### src/rtl/matmul_pkg.sv
// matmul_pkg: shared bridge FSM states and AXI response codes
package matmul_pkg;
   typedef enum logic [2:0] {IDLE, WR_ISSUE, WR_RESP, RD_ISSUE, RD_DATA, RD_RESP} state_t;
   localparam logic [1:0] RESP_OKAY = 2'b00;
endpackage

### src/rtl/axil_mem_if_bridge.sv
// axil_mem_if_bridge: AXI4-Lite slave to registered single-port memory, one transaction in flight
module axil_mem_if_bridge
   import matmul_pkg::*;
#(
   parameter int ADDR_WIDTH = 32,
   parameter int DATA_WIDTH = 32,
   parameter int STRB_WIDTH = DATA_WIDTH / 8
) (
   input  logic                  clk,
   input  logic                  reset,
   input  logic [ADDR_WIDTH-1:0] s_axil_awaddr,
   input  logic                  s_axil_awvalid,
   output logic                  s_axil_awready,
   input  logic [DATA_WIDTH-1:0] s_axil_wdata,
   input  logic [STRB_WIDTH-1:0] s_axil_wstrb,
   input  logic                  s_axil_wvalid,
   output logic                  s_axil_wready,
   output logic [1:0]            s_axil_bresp,
   output logic                  s_axil_bvalid,
   input  logic                  s_axil_bready,
   input  logic [ADDR_WIDTH-1:0] s_axil_araddr,
   input  logic                  s_axil_arvalid,
   output logic                  s_axil_arready,
   output logic [DATA_WIDTH-1:0] s_axil_rdata,
   output logic [1:0]            s_axil_rresp,
   output logic                  s_axil_rvalid,
   input  logic                  s_axil_rready,
   output logic                  mem_if_write,
   output logic [ADDR_WIDTH-1:0] mem_if_address,
   output logic [DATA_WIDTH-1:0] mem_if_write_data,
   output logic [STRB_WIDTH-1:0] mem_if_write_strb,
   input  logic [DATA_WIDTH-1:0] mem_if_read_data
);
   state_t                state_q, state_d;
   logic                  wr_last_q, wr_last_d;
   logic [ADDR_WIDTH-1:0] addr_q, addr_d;
   logic [DATA_WIDTH-1:0] wdata_q, wdata_d, rdata_q, rdata_d;
   logic [STRB_WIDTH-1:0] wstrb_q, wstrb_d;
   logic                  grant_rd, grant_wr;
   // Round-robin grant in IDLE, next state and latched transaction fields
   always_comb begin
      grant_rd  = state_q == IDLE && s_axil_arvalid && (wr_last_q || !(s_axil_awvalid && s_axil_wvalid));
      grant_wr  = state_q == IDLE && s_axil_awvalid && s_axil_wvalid && !grant_rd;
      wr_last_d = grant_wr ? 1'b1 : grant_rd ? 1'b0 : wr_last_q;
      addr_d    = grant_rd ? s_axil_araddr : grant_wr ? s_axil_awaddr : addr_q;
      wdata_d   = grant_wr ? s_axil_wdata : wdata_q;
      wstrb_d   = grant_wr ? s_axil_wstrb : wstrb_q;
      rdata_d   = state_q == RD_DATA ? mem_if_read_data : rdata_q;
      state_d   = IDLE;
      case (state_q)
         IDLE:     state_d = grant_rd ? RD_ISSUE : grant_wr ? WR_ISSUE : IDLE;
         WR_ISSUE: state_d = WR_RESP;
         WR_RESP:  state_d = s_axil_bready ? IDLE : WR_RESP;
         RD_ISSUE: state_d = RD_DATA;
         RD_DATA:  state_d = RD_RESP;
         RD_RESP:  state_d = s_axil_rready ? IDLE : RD_RESP;
         default:  state_d = IDLE;
      endcase
   end
   // State and datapath registers; reset abandons any transaction in flight
   always_ff @(posedge clk) begin
      if (reset) begin
         state_q   <= IDLE;
         wr_last_q <= 1'b1;
         addr_q    <= '0;
         wdata_q   <= '0;
         wstrb_q   <= '0;
         rdata_q   <= '0;
      end else begin
         state_q   <= state_d;
         wr_last_q <= wr_last_d;
         addr_q    <= addr_d;
         wdata_q   <= wdata_d;
         wstrb_q   <= wstrb_d;
         rdata_q   <= rdata_d;
      end
   end
   assign s_axil_awready    = grant_wr;
   assign s_axil_wready     = grant_wr;
   assign s_axil_arready    = grant_rd;
   assign s_axil_bvalid     = state_q == WR_RESP;
   assign s_axil_bresp      = RESP_OKAY;
   assign s_axil_rvalid     = state_q == RD_RESP;
   assign s_axil_rresp      = RESP_OKAY;
   assign s_axil_rdata      = rdata_q;
   assign mem_if_write      = state_q == WR_ISSUE;
   assign mem_if_address    = addr_q;
   assign mem_if_write_data = wdata_q;
   assign mem_if_write_strb = wstrb_q;
endmodule

### config.mk
export PLATFORM = sky130hd
export DESIGN_NAME = axil_mem_if_bridge
export DESIGN_NICKNAME = d
export VERILOG_FILES = /design/src/rtl/matmul_pkg.sv /design/src/rtl/axil_mem_if_bridge.sv
export SDC_FILE = /design/constraint.sdc
export NUM_CORES = 1
export LEC_CHECK = 0
export CORE_AREA = 2 2 130 132
export CTS_BUF_LIST = sky130_fd_sc_hd__clkbuf_8
export DETAILED_ROUTE_END_ITERATION = 10
export DIE_AREA = 0 0 132 134
export SLEW_MARGIN = 25
export SYNTH_ARGS = -nofsm -noshare
export SYNTH_HDL_FRONTEND = slang
export SYNTH_SLANG_ARGS = --single-unit
export TNS_END_PERCENT = 5
### constraint.sdc
create_clock -name clk -period 2.7 [get_ports clk]
set_input_delay 0.405 -clock clk [delete_from_list [all_inputs] [get_ports clk]]
set_output_delay 0.405 -clock clk [all_outputs]
set_load 0.005 [all_outputs]
# ---- Yosys cells after proc, flatten, opt, wreduce, memory -nomap -nowiden
# Index checks and enable logic that the tools add are counted.
dict set report op_classes {
  eq_ne 5
  muxes 7
  reduce_logical 12
}
# operator count
set op_table {}
lappend op_table {{2-to-1 mux 32 bit} 2}
lappend op_table {{case mux 3 bit (6 select lines)} 1}
lappend op_table {{equality test 3 x 2 -> 1 bit (second input constant)} 2}
lappend op_table {{equality test 3 bit (second input constant)} 2}
lappend op_table {{logical AND 1 bit} 6}
lappend op_table {{2-to-1 mux 2 bit} 2}
lappend op_table {{equality test 3 x 1 -> 1 bit (second input constant)} 1}
lappend op_table {{logical NOT 3 bit} 1}
lappend op_table {{2-to-1 mux 3 bit} 1}
lappend op_table {{logical NOT 1 bit} 2}
lappend op_table {{nonzero test 2 bit} 1}
lappend op_table {{OR reduction 2 bit} 1}
lappend op_table {{logical OR 1 bit} 1}
lappend op_table {{2-to-1 mux 1 bit} 1}
dict set report totals {
  out_inout_bits 110
  elab_cells 30
  register_bits 104
  inputBits 139
}

# ---- Longest topological paths before layout
# Gate-level depths: netlist of the first run.
dict set report logic_depth {
  depth_word 9
  ltp_mapped 7
  depth_no_buf 3
}

# ---- Least setup slack after synthesis of the first run
# OpenSTA, ideal clock, no wires.
dict set report synth_path {
  path_kind {register to output}
  startpoint {register state_q[0]}
  endpoint {output s_axil_arready}
  slack_ns 0.678
  required_ns 2.295
  n_path_buf 4
  t_arrival_ns 1.617
  path_stages_with_launch 8
  cell_sequence {dfxtp_1 buf_2 or4b_4 buf_6 or2_1 buf_6 buf_6 inv_2}
}
dict set report synth_via {
  elab_chain_len 3
}
# element line_no
set synth_lines {}
lappend synth_lines {{start, declared} axil_mem_if_bridge.sv:34} ;# state_t state_q, state_d;
lappend synth_lines {{start signal, assigned} axil_mem_if_bridge.sv:70} ;# state_q <= state_d;
lappend synth_lines {{logical NOT 3 bit} axil_mem_if_bridge.sv:42} ;# grant_rd = state_q == IDLE && s_axil_arvalid && (wr_last_q || !(s_axil_awvalid && s_axil_wvalid));
lappend synth_lines {{logical AND 1 bit (2 in series)} axil_mem_if_bridge.sv:42}
lappend synth_lines {{end, declared} axil_mem_if_bridge.sv:23} ;# output logic s_axil_arready,
# Every way passes these cells.

# ---- Final worst setup path of the first run
dict set report layout_path {
  startpoint {register state_q[1]}
  endpoint {output s_axil_arready}
}
# The elaborated chain is that of the path after synthesis.

==> results of run 1 <==
## registers in the layout (all words and copies together) (netlist names)
name / cells
wr_last_q: 1
mem_if_address: 32
s_axil_rdata: 32
mem_if_write_strb: 4
mem_if_write_data: 32
state_q: 3
## power by group through the flow
stage	clock network (mW)	logic, mW	registers [mW]
4_1_cts	1.11	1.82	1.92
6_report	1.06	1.82	1.92
3_5_place_dp	0	1.82	1.95
5_1_grt	1.17	1.95	1.95
3_3_place_gp	0	1.79	1.95
2_1_floorplan	0	0.968	1.92
## worst max-delay path, stage by stage (launching register included)
cell and delay (ns):
dfxtp_1 0.42, or4b_4 0.53, or2_2 0.34, inv_2 0.05
clkdlybuf4s50_1 0.49
## layer usage
metal,track usage (%),vias to the layer above
li1,-,2270
met1,22.6,2201
met2,28.1,220
met3,3.85,24
met4,6.58,0
met5,0,-
## final timing paths
path,to,slack [ns],start,cells after the start
min,s_axil_rdata[4],0.46,s_axil_rdata[4],2
max,s_axil_arready,0.09,state_q[1],4
min reg2reg,s_axil_rdata[4],0.46,s_axil_rdata[4],2
max reg2reg,mem_if_address[11],0.68,state_q[1],4
## per-stage QoR
step           area (um2)  utilization (%)  TNS (ns)
2_1_floorplan        4780                -         0
6_report             7530             46.3         0
4_1_cts              7530             46.2         0
3_5_place_dp         7320             44.9  -0.00584
3_3_place_gp         7320             44.9   -0.0372
5_1_grt              7530             46.3         0
## area by class of cell
cell class	instances	area [um2]	area share, %
timing repair buffer	260	2560	34.0
multi-input combinational	360	2390	31.8
clock buffer	10	138	1.83
sequential	104	2080	27.6
inverter	3	11.3	0.149
tap	220	275	3.65
clock inverter	6	76.3	1.01
## kinds of logic after synthesis
| family | share of synthesized area [%] |
|---|---|
| flip-flops | 43.7 |
| other | 0.0786 |
| multiplexers | 7.56 |
| buffers and inverters | 6.90 |
| AND/OR/NAND/NOR | 24.1 |
| AO/OA/AOI/OAI | 17.7 |
## placed cells by master (no fill, tap or decap), types with 3 or more instances in the layout
master             n
buf_4             17
inv_1              5
mux2i_1           36
dfxtp_1          103
a311oi_1           3
nand2_1           66
a311oi_2          29
o21ai_0           32
clkbuf_8          10
nand2b_1          72
nand4_1           32
a21oi_1           33
conb_1             4
nor3_1            34
clkdlybuf4s50_1  242
## repair_timing
item,in CTS,in global routing
pin swaps,1,0
endpoints found under the setup margin,2,2
hold endpoints to repair,0,0
gates resized for setup,1,1
==> insert_results.sql, run 1 <==
INSERT INTO impl_metrics (metric_group, metric, value, unit) VALUES
('status', 'run_status', 'completed', ''),
('cells_and_area', 'nNetsFinal', '877', ''),
('pwr', 'powerDensity', '637', 'nW/um2'),
('grt', 'grt_max_degree', '65', ''),
('pwr', 'vdd.ir_drop.worst', '411', 'uV'),
('critical_path', 'crit_required', '2.30', 'ns'),
('yosys', 'synth_top_area_share', '43.7', '%'),
('pwr', 'power.share.combinational', '37.8', '%'),
('cells_and_area', 'n_antenna_cell', '0', ''),
('timing', 'skew', '0.00968', 'ns'),
('critical_path', 'critical_path_class', 'flop to primary output', ''),
('yosys', 'synthTopCellsByCount', '104 x dfxtp_1, 72 x nand2b_1, 66 x nand2_1', ''),
('clock_network', 'cts_tree', 'yes', ''),
('floorplan', 'chipHeight', '134', 'um'),
('routing', 'drcViolationCount', '0', ''),
('timing', 'fin_crit', '2.61', 'ns'),
('floorplan', 'die_area', '17700', 'um2'),
('routing', 'num_vias', '4715', ''),
('yosys', 'sequential_element_share_of_the_synthesized_area', '43.7', '%'),
('timing', 'slew_headroom', '55.7', '%'),
('timing', 'fmax', '383', 'MHz'),
('critical_path', 'start_kind', 'flop', ''),
('routing', 'wl_met3', '1140', 'um'),
('routing', 'detail_route.vias_per_cell', '4.90', ''),
('yosys', 'synth_seq_cells', '104', ''),
('placement', 'gp_routability_congestion', '0.792', ''),
('cells_and_area', 'area_growth', '58.0', '%'),
('critical_path', 'largest_driver_fanout_on_the_critical_path', '9', ''),
('floorplan', 'ioPinCount', '249', ''),
('pwr', 'power.share.sequential', '40.0', '%'),
('grt', 'grt_usage', '17.3', '%'),
('pwr', 'netSwitchingPower', '1.55', 'mW'),
('yosys', 'synth.area.top_cells', 'dfxtp_1 44%, nand2b_1 9.4%, a311oi_2 9.1%', ''),
('clock_network', 'cts_made_buffers', '9', ''),
('clock_network', 'worst_setup_hold_path_clk_slew', '0.10', 'ns'),
('yosys', 'syn_area_cell', '9.03', 'um2'),
('routing', 'ant_nets', '0', ''),
('critical_path', 'critical_path.endpoint_type', 'primary output', ''),
('yosys', 'synthFlopType', 'dfxtp_1', ''),
('timing', 'slew_of_the_pin_with_the_lowest_slew_margin', '0.665', 'ns'),
('floorplan', 'chipWidth', '132', 'um'),
('timing', 'timing.final.crit_share', '96.6', '%'),
('yosys', 'post-synth-top-count-cell', 'dfxtp_1', ''),
('timing', 'timing.final.ws_setup', '0.0924', 'ns'),
('yosys', 'synth_enable_flop_cells', '0', ''),
('pwr', 'total_leakage_power', '2.48', 'nW'),
('clock_network', 'cts_max_path_buffers', '2', ''),
('job', 'max_cap_violations', '0', ''),
('grt', 'grt_pass1_wl', '24600', 'um'),
('timing', 'holdWs', '0.461', 'ns'),
('routing', 'post_drt_wl_per_cell', '16.3', 'um'),
('yosys', 'synth.cell_area', '4770', 'um2'),
('cells_and_area', 'final_layout_size_suffix_gt1_share', '9.02', '%'),
('placement', 'dp_hpwl', '11300', 'um'),
('clock_network', 'clock_insertion_delay_worst_skew', '0.37', 'ns'),
('clock_network', 'holdBufCountCts', '0', ''),
('min_path', 'hold_class', 'flop to flop', ''),
('yosys', 'synth.lib_cells_used.distinct', '34', ''),
('routing', 'first_iter_violations', '290', ''),
('timing', 'setup_viol', '0', ''),
('timing', 'grt_setup_unrepaired', 'no', ''),
('grt', 'global_route.overflow_total', '0', ''),
('clock_network', 'clockRootBuffer', 'clkbuf_8', ''),
('placement', 'quantity_of_i_o_buffers_inserted_on_ports', '244', ''),
('placement', 'placement.setup.worst_slack', '-0.00584', 'ns'),
('grt', 'number_of_antenna_violations_at_the_first_check_in_global_routing', '0', ''),
('routing', 'routed_wl', '15700', 'um'),
('yosys', 'warnings_synthesis', '0', ''),
('routing', 'routed-wl-met2', '7220', 'um'),
('critical_path', 'timing.critical_path.arrival', '2.20', 'ns'),
('routing', 'top_layer_used', 'met4', '');
Note: power is estimated with default switching activity, not from simulation.
==> inputs of run 2 (changes only) <==
--- a/config.mk
+++ b/config.mk
@@ -5,10 +5,10 @@
 export SDC_FILE = /design/constraint.sdc
 export NUM_CORES = 1
 export LEC_CHECK = 0
-export CORE_AREA = 2 2 130 132
+export CORE_AREA = 2 2 99 172
 export CTS_BUF_LIST = sky130_fd_sc_hd__clkbuf_8
 export DETAILED_ROUTE_END_ITERATION = 10
-export DIE_AREA = 0 0 132 134
+export DIE_AREA = 0 0 101 174
 export SLEW_MARGIN = 25
 export SYNTH_ARGS = -nofsm -noshare
 export SYNTH_HDL_FRONTEND = slang
==> run 2 against run 1 <==
Cell area shrank 0.33%. Sequential cell count unchanged. Register-to-register slack hardly changed. Cell count down 2.8%. Via count shrank 0.51%. Clock skew barely moved. Wire length up 4.4%. Setup slack better by 0.076 ns. Critical path type unchanged. Largest power group unchanged. Clock-buffer cell count did not move.
==> insert_results.sql, run 2 (same netlist as run 1, synthesis figures left out) <==
INSERT INTO impl_metrics (metric_group, metric, value, unit) VALUES
('status', 'run_status', 'completed', ''),
('min_path', 'worstHoldEndpoint', 'mem_if_address[26]', ''),
('grt', 'grt_pass1_wl', '25000', 'um'),
('routing', 'drcViolationCount', '0', ''),
('grt', 'global_route.overflow_total', '0', ''),
('routing', 'post_drt_wl_per_cell', '17.5', 'um'),
('pwr', 'total_power', '4.74', 'mW'),
('placement', 'dp_hpwl', '12000', 'um'),
('clock_network', 'cts_sinks', '104', ''),
('routing', 'first_iter_violations', '123', ''),
('cells_and_area', 'area_growth', '57.5', '%'),
('cells_and_area', 'most_common_cell_after_layout_fill_and_taps_aside', 'clkdlybuf4s50_1', ''),
('critical_path', 'timing.critical_path.arrival', '2.13', 'ns'),
('timing', 'holdWs', '0.438', 'ns'),
('clock_network', 'clock_insertion_delay_worst_skew', '0.37', 'ns'),
('clock_network', 'clock_tree.htree_level_count', '3', ''),
('clock_network', 'cts_made_buffers', '9', ''),
('routing', 'dr.pass1.iters', '4', ''),
('timing', 'skew', '0.00966', 'ns'),
('timing', 'finalSetupTns', '0', 'ns'),
('timing', 'fmax', '395', 'MHz'),
('grt', 'grt_usage', '17.8', '%'),
('routing', 'ant_nets', '0', ''),
('routing', 'detail_route.vias_per_cell', '5.01', ''),
('critical_path', 'critical_path.endpoint_type', 'primary output', ''),
('timing', 'timing.final.crit_share', '93.8', '%'),
('cells_and_area', 'fillers', '1583', ''),
('grt', 'grt_max_degree', '71', ''),
('timing', 'grt_setup_unrepaired', 'no', ''),
('cells_and_area', 'final_layout_size_suffix_gt1_share', '9.54', '%'),
('timing', 'fin_crit', '2.53', 'ns'),
('critical_path', 'largest_driver_fanout_on_the_critical_path', '9', ''),
('timing', 'slew_headroom', '54.2', '%'),
('critical_path', 'r2r_end', 'mem_if_write_strb[1]', ''),
('floorplan', 'chipHeight', '174', 'um'),
('cells_and_area', 'layout_utilization', '46.1', '%'),
('floorplan', 'ioPinCount', '249', ''),
('floorplan', 'initial_utilization', '29.3', '%'),
('floorplan', 'chipWidth', '101', 'um'),
('placement', 'gp_routability_congestion', '0.796', ''),
('cells_and_area', 'multi_input_comb_area', '2390', 'um2'),
('critical_path', 'r2r_start', 'state_q[1]', ''),
('floorplan', 'floorplan.core_area', '16300', 'um2'),
('clock_network', 'clockRootBuffer', 'clkbuf_8', ''),
('floorplan', 'row_count', '62', ''),
('critical_path', 'crit_required', '2.30', 'ns'),
('clock_network', 'post-cts-setup-buffer-count', '0', ''),
('job', 'max_cap_violations', '0', ''),
('critical_path', 'worst_r2r_path_depth', '4', ''),
('floorplan', 'die_area', '17600', 'um2'),
('critical_path', 'start_kind', 'flop', ''),
('critical_path', 'critical_path_class', 'flop to primary output', ''),
('pwr', 'total_leakage_power', '2.48', 'nW'),
('timing', 'slew_of_the_pin_with_the_lowest_slew_margin', '0.688', 'ns'),
('cells_and_area', 'n_antenna_cell', '0', ''),
('timing', 'number_of_pins_exceeding_their_max_slew_limit_in_the_final_report', '0', ''),
('clock_network', 'worst_setup_hold_path_clk_slew', '0.11', 'ns'),
('min_path', 'min_path_cells', '2', ''),
('min_path', 'hold_class', 'input port to flop', ''),
('grt', 'number_of_antenna_violations_at_the_first_check_in_global_routing', '0', ''),
('pwr', 'powerDensity', '632', 'nW/um2'),
('clock_network', 'holdBufCountCts', '0', ''),
('cells_and_area', 'seqCellArea', '2080', 'um2'),
('critical_path', 'reg2reg_slack', '0.69', 'ns'),
('clock_network', 'cts_max_path_buffers', '2', ''),
('routing', 'num_vias', '4691', ''),
('cells_and_area', 'final_cell_mix', '242 x clkdlybuf4s50_1, 103 x dfxtp_1, 72 x nand2b_1', ''),
('grt', 'grt_pass1_vias', '4881', ''),
('placement', 'placedCellCount', '920', ''),
('timing', 'setup_viol', '0', ''),
('pwr', 'vdd.ir_drop.worst', '369', 'uV'),
('placement', 'quantity_of_i_o_buffers_inserted_on_ports', '244', ''),
('timing', 'hold_violations', '0', ''),
('cells_and_area', 'nNetsFinal', '878', ''),
('routing', 'routed_wl', '16400', 'um'),
('min_path', 'min-delay-start', 'reset', ''),
('cells_and_area', 'finish.cell_count_without_fillers', '936', ''),
('clock_network', 'cts_tree', 'yes', '');
-- run 2: cell types whose count changed in the layout (fill, tap and decap cells not counted), moves of 2 or more --
cell / previous run / this run
inv_1: 5 / 2
bufinv_16: 2 / 0
clkinv_4: 0 / 2
inv_6: 0 / 2
-- run 2: final cells by class --
class	instances	area share, %
clock inverters	6	0.833
flip-flops and latches	104	27.7
well taps	192	3.20
clock buffers	10	1.83
inverters	3	0.150
multi-input cells	360	31.9
repair buffers	261	34.4
-- run 2: worst max path at each step --
| stage | to | slack, ns | start |
|---|---|---|---|
| floorplan | s_axil_arready | 0.68 | state_q[0] |
| global placement | s_axil_arready | 0.02 | s_axil_arvalid |
| detailed placement | s_axil_arready | 0.02 | s_axil_arvalid |
| CTS | s_axil_arready | 0.009 | state_q[0] |
| global route | s_axil_awready | 0.08 | state_q[1] |
| finish | s_axil_awready | 0.17 | state_q[1] |
-- run 2: worst max-delay path, cell delays in order (launching register included) --
cell and delay, ns:
dfxtp_1 0.42, or3_1 0.41, a211oi_4 0.37, clkdlybuf4s50_1 0.57
-- run 2: layer usage --
layer / up-vias / wire length (um) / track usage (%)
li1: 2266 / - / -
met1: 2205 / 6210 / 19.5
met2: 187 / 8570 / 32.5
met3: 33 / 1070 / 4.14
met4: 0 / 512 / 6.81
met5: - / 0 / 0
-- run 2: through the flow --
| stage | setup WS (ns) | instance area (um2) |
|---|---|---|
| 2_1_floorplan | 0.678 | 4780 |
| 3_3_place_gp | 0.0222 | 7310 |
| 3_5_place_dp | 0.0235 | 7310 |
| 4_1_cts | 0.00873 | 7510 |
| 5_1_grt | 0.0846 | 7510 |
| 6_report | 0.168 | 7510 |
-- run 2: timing repair --
| item | CTS | global route |
|---|---|---|
| setup endpoints to repair | 0 | 1 |
| hold endpoints to repair | 0 | 0 |
| gates resized for setup | 0 | 2 |
-- run 2: power by group --
group	internal, mW	leakage, nW	switching [mW]
registers	1.77	0.848	0.155
clock network	0.386	0.102	0.599
logic	0.954	1.53	0.884
